**src/rtl/morse_freq_select.sv**
```systemverilog
// Frequency-select puzzle: an LFSR picks a target word, buttons steer freq_idx, tx checks it.
// Define MORSE_SEL_DEBOUNCE_EN to add a stable-count debounce filter on each button.
module morse_freq_select #(
    parameter int unsigned NUM_WORDS       = 16,
    parameter logic [15:0] LFSR_SEED       = 16'hACE1,
    parameter int unsigned DEBOUNCE_CYCLES = 50000
) (
    input  logic        clk,
    input  logic        reset,
    input  logic        start,
    input  logic        btn_left,
    input  logic        btn_right,
    input  logic        btn_tx,
    output logic [15:0] data,
    output logic        set,
    output logic [3:0]  freq_idx,
    output logic        strike,
    output logic        solved,
    output logic [9:0]  debug_leds
);

    localparam logic [3:0] MAX_IDX = 4'(NUM_WORDS - 1);
    localparam logic [4:0] NW5     = 5'(NUM_WORDS);

    typedef enum logic [2:0] {IDLE, LOAD, ARMED, CHECK, SOLVED} state_t;

    state_t      state, state_nxt;
    logic [15:0] lfsr;
    logic        lfsr_fb_c;
    logic [3:0]  pick_c;
    logic [3:0]  word, word_nxt, freq_nxt;
    logic [1:0]  strike_cnt, cnt_nxt;

    // Free-running Fibonacci LFSR, taps 16,14,13,11
    assign lfsr_fb_c = lfsr[15] ^ lfsr[13] ^ lfsr[12] ^ lfsr[10];
    assign pick_c    = ({1'b0, lfsr[3:0]} < NW5) ? lfsr[3:0] : 4'({1'b0, lfsr[3:0]} - NW5);

    always_ff @(posedge clk) begin
        if (reset) lfsr <= LFSR_SEED;
        else       lfsr <= {lfsr[14:0], lfsr_fb_c};
    end

    // Button conditioning: {tx, right, left}
    logic [2:0] btn_raw, sync1, sync2, filt, prev, ev_c;
    logic [1:0] vld;
    logic       fvld, pvld;

    assign btn_raw = {btn_tx, btn_right, btn_left};

    always_ff @(posedge clk) begin
        if (reset) begin
            sync1 <= '0;
            sync2 <= '0;
            vld   <= '0;
        end else begin
            sync1 <= btn_raw;
            sync2 <= sync1;
            vld   <= {vld[0], 1'b1};
        end
    end

`ifdef MORSE_SEL_DEBOUNCE_EN
    localparam int unsigned CW = $clog2(DEBOUNCE_CYCLES + 1);
    logic [CW-1:0] db_cnt [3];

    // First valid sample seeds the filter so a button held through reset is not a press
    always_ff @(posedge clk) begin
        if (reset) begin
            filt <= '0;
            fvld <= 1'b0;
            for (int i = 0; i < 3; i++) db_cnt[i] <= '0;
        end else if (!fvld) begin
            if (vld[1]) begin
                filt <= sync2;
                fvld <= 1'b1;
            end
        end else begin
            for (int i = 0; i < 3; i++) begin
                if (sync2[i] != filt[i]) begin
                    if (db_cnt[i] == CW'(DEBOUNCE_CYCLES - 1)) begin
                        filt[i]   <= sync2[i];
                        db_cnt[i] <= '0;
                    end else begin
                        db_cnt[i] <= db_cnt[i] + CW'(1);
                    end
                end else begin
                    db_cnt[i] <= '0;
                end
            end
        end
    end
`else
    assign filt = sync2;
    assign fvld = vld[1];
`endif

    // Rising-edge detect; the first valid filtered sample only primes prev
    assign ev_c = filt & ~prev & {3{pvld}};

    always_ff @(posedge clk) begin
        if (reset) begin
            prev <= '0;
            pvld <= 1'b0;
        end else begin
            prev <= filt;
            pvld <= fvld;
        end
    end

    always_comb begin
        state_nxt = state;
        word_nxt  = word;
        freq_nxt  = freq_idx;
        cnt_nxt   = strike_cnt;
        case (state)
            IDLE: begin
                if (start) begin
                    word_nxt  = pick_c;
                    state_nxt = LOAD;
                end
            end
            LOAD: state_nxt = ARMED;
            ARMED: begin
                if (ev_c[2]) begin
                    state_nxt = CHECK;
                end else if (ev_c[0] && !ev_c[1]) begin
                    if (freq_idx != 4'd0) freq_nxt = freq_idx - 4'd1;
                end else if (ev_c[1] && !ev_c[0]) begin
                    if (freq_idx != MAX_IDX) freq_nxt = freq_idx + 4'd1;
                end
            end
            CHECK: begin
                if (freq_idx == word) begin
                    state_nxt = SOLVED;
                end else begin
                    if (strike_cnt != 2'd3) cnt_nxt = strike_cnt + 2'd1;
                    state_nxt = ARMED;
                end
            end
            SOLVED:  state_nxt = SOLVED;
            default: state_nxt = IDLE;
        endcase
    end

    // Strobes are registered from the next-state decode, so they track the state exactly
    always_ff @(posedge clk) begin
        if (reset) begin
            state      <= IDLE;
            word       <= '0;
            data       <= '0;
            freq_idx   <= '0;
            strike_cnt <= '0;
            set        <= 1'b0;
            strike     <= 1'b0;
            solved     <= 1'b0;
        end else begin
            state      <= state_nxt;
            word       <= word_nxt;
            freq_idx   <= freq_nxt;
            strike_cnt <= cnt_nxt;
            set        <= (state_nxt == LOAD);
            strike     <= (state_nxt == CHECK) && (freq_nxt != word_nxt);
            solved     <= (state_nxt == SOLVED);
            if (state_nxt == LOAD) data <= {12'd0, word_nxt};
        end
    end

    assign debug_leds = {strike_cnt, word, freq_idx};

endmodule

```
**config.mk**
```make
export PLATFORM = sky130hd
export DESIGN_NAME = morse_freq_select
export DESIGN_NICKNAME = d
export VERILOG_FILES = /design/src/rtl/morse_freq_select.sv
export SDC_FILE = /design/constraint.sdc
export NUM_CORES = 1
export LEC_CHECK = 0
export ABC_AREA = 1
export BUFFER_PORTS_ARGS = -buffer_cell sky130_fd_sc_hd__buf_2
export CORE_ASPECT_RATIO = 1.5
export CORE_UTILIZATION = 25
export CTS_CLUSTER_SIZE = 25
export DETAILED_ROUTE_END_ITERATION = 16
export GPL_TIMING_DRIVEN = 0
export HOLD_SLACK_MARGIN = 0.1
export SYNTH_ARGS = -nofsm -noshare
export SYNTH_HDL_FRONTEND = slang
export SYNTH_SLANG_ARGS = --single-unit
```
**constraint.sdc**
```tcl
create_clock -name clk -period 1.6 [get_ports clk]
set_input_delay 0.32 -clock clk [delete_from_list [all_inputs] [get_ports clk]]
set_output_delay 0.32 -clock clk [all_outputs]
set_load 0.02 [all_outputs]
```
==> reports/metrics.csv <==
stage,metric,value,unit
run_status,status,"finished, final reports clean",
drt,WL/cell,10.2,um
floorplanning,die extent in x,75.9,um
setup_path,Worst Path Arrival,1.72,ns
setup_path,Crit path top cell by count,nand2_1,
synth,cells after synthesis,272,
cells_and_area,layout cell share with drive strength beyond 1,0.299,
setup_path,CP peak stage delay,0.38,ns
synth,"Seq/Total Area, Yosys",0.469,
cells_and_area,"Non-Filler Cell Area, Final",0.00264,mm2
drt,initial DRC count,80,
setup_path,CP startpoint,pvld,
grt,gr usage total,0.108,
synth,warnings from Yosys,0,
clocking,CTS sink cnt,48,
floorplanning,Core Rows,40,
drt,via count,1697,
floorplanning,initial cell density of the core,0.257,
clocking,worst skew pair latency,0.29,ns
setup_path,"Critical Path, Cell by Cell","nand3_1, nor2_2, nand3_1, nand2_1, nand2_1, nand2_2, nand2_1, nand2_1, nand2_2, nor2_2, a21oi_1",
floorplanning,# IOs,39,
timing,"Setup violations, final",0,
setup_path,Max Fanout on Critical Path,5,
cells_and_area,Layout Cells excl Fill,423,
synth,Synth Cell Area,0.00205,mm2
flow_run,max_cap viols,0,
cells_and_area,"Area growth, synth to finish",28.8,%
clocking,CTS H-tree lvls,2,
placed_design,Final HPWL DP,3260,um
hold_path,Hold WC Path Type,in -> reg,
clocking,root buf cell,clkbuf_16,
placed_design,port buffer count,25,
setup_path,R2R cell count,11,
timing,clk_skew,0.0101,ns
hold_path,hold depth,3,
floorplanning,die height,113,um
setup_path,Required @ worst endpoint,1.79,ns
cells_and_area,# fillers,857,
synth,post-synth cell types,23,
setup_path,Critical Path End Type,flip-flop,
timing,FMAX,652,MHz
grt,pin count of the biggest net entering global routing,15,
placed_design,placed cell count,413,
timing,RSZ-0062 raised after global routing,yes,
grt,first-pass GRT wire length,7270,um
pwr,largest vdd supply drop,0.000427,V
cells_and_area,area of the multi-input gates,936,um2
drt,DRT Wirelength,4320,um
pwr,Leak Pwr,0.00128,uW
drt,DRC,0,
placed_design,GPL Wtd Cong,0.814,
cells_and_area,"commonest non-fill, non-tap cell in the layout",nor2_1,
hold_path,HP Start,btn_left,
cells_and_area,NumNets Final,326,
hold_path,WHS Endpoint,sync1[0],
grt,vias in the first global route,1625,
placed_design,"Cell Area, Placed",0.00235,mm2
clocking,Post-CTS Hold Fix Bufs,0,
pwr,PwrDens,1030,mW/mm2
setup_path,Reg-to-Reg Start,pvld,
grt,antenna violations before repair,0,
drt,routed vias/inst,4.01,
drt,Routed Antenna Nets,0,
cells_and_area,"commonest cells after routing, fill and taps aside","nor2_1 (44), dfxtp_1 (43), nand2_1 (39), inv_1 (36), buf_2 (25)",
clocking,"CTS clk-pin slew, worst paths",0.07,ns
clocking,CTS Buf Count,5,
setup_path,slowest CP cell,dfxtp_2,
timing,"Slew Viols, Final",0,
cells_and_area,ant diodes,0,
clocking,Longest Clk Path Bufs,2,
cells_and_area,Util after Layout,0.331,
drt,Pre-antenna DRT Iters,4,
setup_path,R2R Path End,strike,
timing,Final Hold Vio Count,0,
setup_path,critical path type,reg -> reg,
setup_path,critical path startpoint category,flip-flop,
synth,Synth Area per Inst,7.53,um2
floorplanning,core area,0.00796,mm2
clocking,CTS tree,done,
grt,GRT Residual Overflow,0,
cells_and_area,storage element area,972,um2
setup_path,Reg2Reg Setup Slack,0.07,ns
timing,Period minus WS final,1.53,ns
timing,final period utilization,0.958,
synth,synthesis-stage register bit count,48,
floorplanning,Total Die Area,0.00857,mm2
-- routing by layer --
metal,vias to the layer above,track usage,routed length [um]
met5,-,0,0
li1,880,-,-
met4,0,0.0590,144
met2,42,0.204,2300
met3,13,0.0250,165
met1,762,0.108,1720
-- sequential cells by signal, summed over array words and instances (netlist names) --
register,cells
data,4
filt,3
freq_idx,4
lfsr,16
prev,3
pvld,1
set,1
solved,1
state,3
strike,1
strike_cnt,2
sync1,3
vld,2
word,4
-- cell usage after synthesis (all sizes together) --
master	count	area, um2
a21oi	11	55.1
buf	17	128
clkbuf	5	18.8
conb	1	3.75
dfxtp	48	961
ha	3	37.5
inv	41	154
nand2	47	181
nand3	19	105
nand4	1	6.26
nor2	53	219
nor3	3	15.0
o211a	2	20.0
o21ai	6	30.0
or2	7	43.8
xnor2	7	61.3
xor2	1	8.76
-- through the flow --
step	total power, uW	setup TNS, ns	worst slack (ns)	hold slack (ns)
2_1_floorplan	1580	0	0.0570	0.388
3_3_place_gp	1670	-0.141	-0.141	0.392
3_5_place_dp	1670	-0.133	-0.133	0.392
4_1_cts	2710	0	0.000670	0.240
5_1_grt	2830	-0.0465	-0.0465	0.253
6_report	2720	0	0.0664	0.236
-- what timing repair did --
action,CTS,global route
endpoints found under the hold margin,0,0
pin swaps,1,8
setup buffers,2,0
endpoints found under the setup margin,1,1
resized for setup,8,29
-- report_power, final --
part	switching, uW	leakage [uW]	internal (uW)	total, uW
Combinational	229	0.000803	137	366
Sequential	38.7	0.000399	1260	1300
Clock	435	0.0000766	616	1050
Total	703	0.00128	2010	2720
-- worst max path at each step --
stage,to
2_1_floorplan,strike
3_3_place_gp,strike
3_5_place_dp,strike
4_1_cts,strike
5_1_grt,strike
6_report,strike
-- critical path: cells and delay by family (launching register included) --
family	cells	cell delay, ns
AND/OR/NAND/NOR	10	1.00
flip-flops	1	0.38
AO/OA/AOI/OAI	1	0.07
-- final cells by class --
class                      instances  area share
sequential                        48       0.369
multi-input combinational        172       0.355
inverter                          41      0.0602
buffer                            22      0.0569
timing repair buffer              27      0.0531
clock buffer                       6      0.0527
tap                              105      0.0498
clock inverter                     2     0.00380
-- logic make-up after synthesis --
kind of cell | synth area share
fa+ha+maj | 0.0183
buf+inv | 0.147
flops | 0.469
compound gates | 0.0513
other cells | 0.00183
xor+xnor | 0.0342
simple gates | 0.279
(Power assumes the default switching activity.)
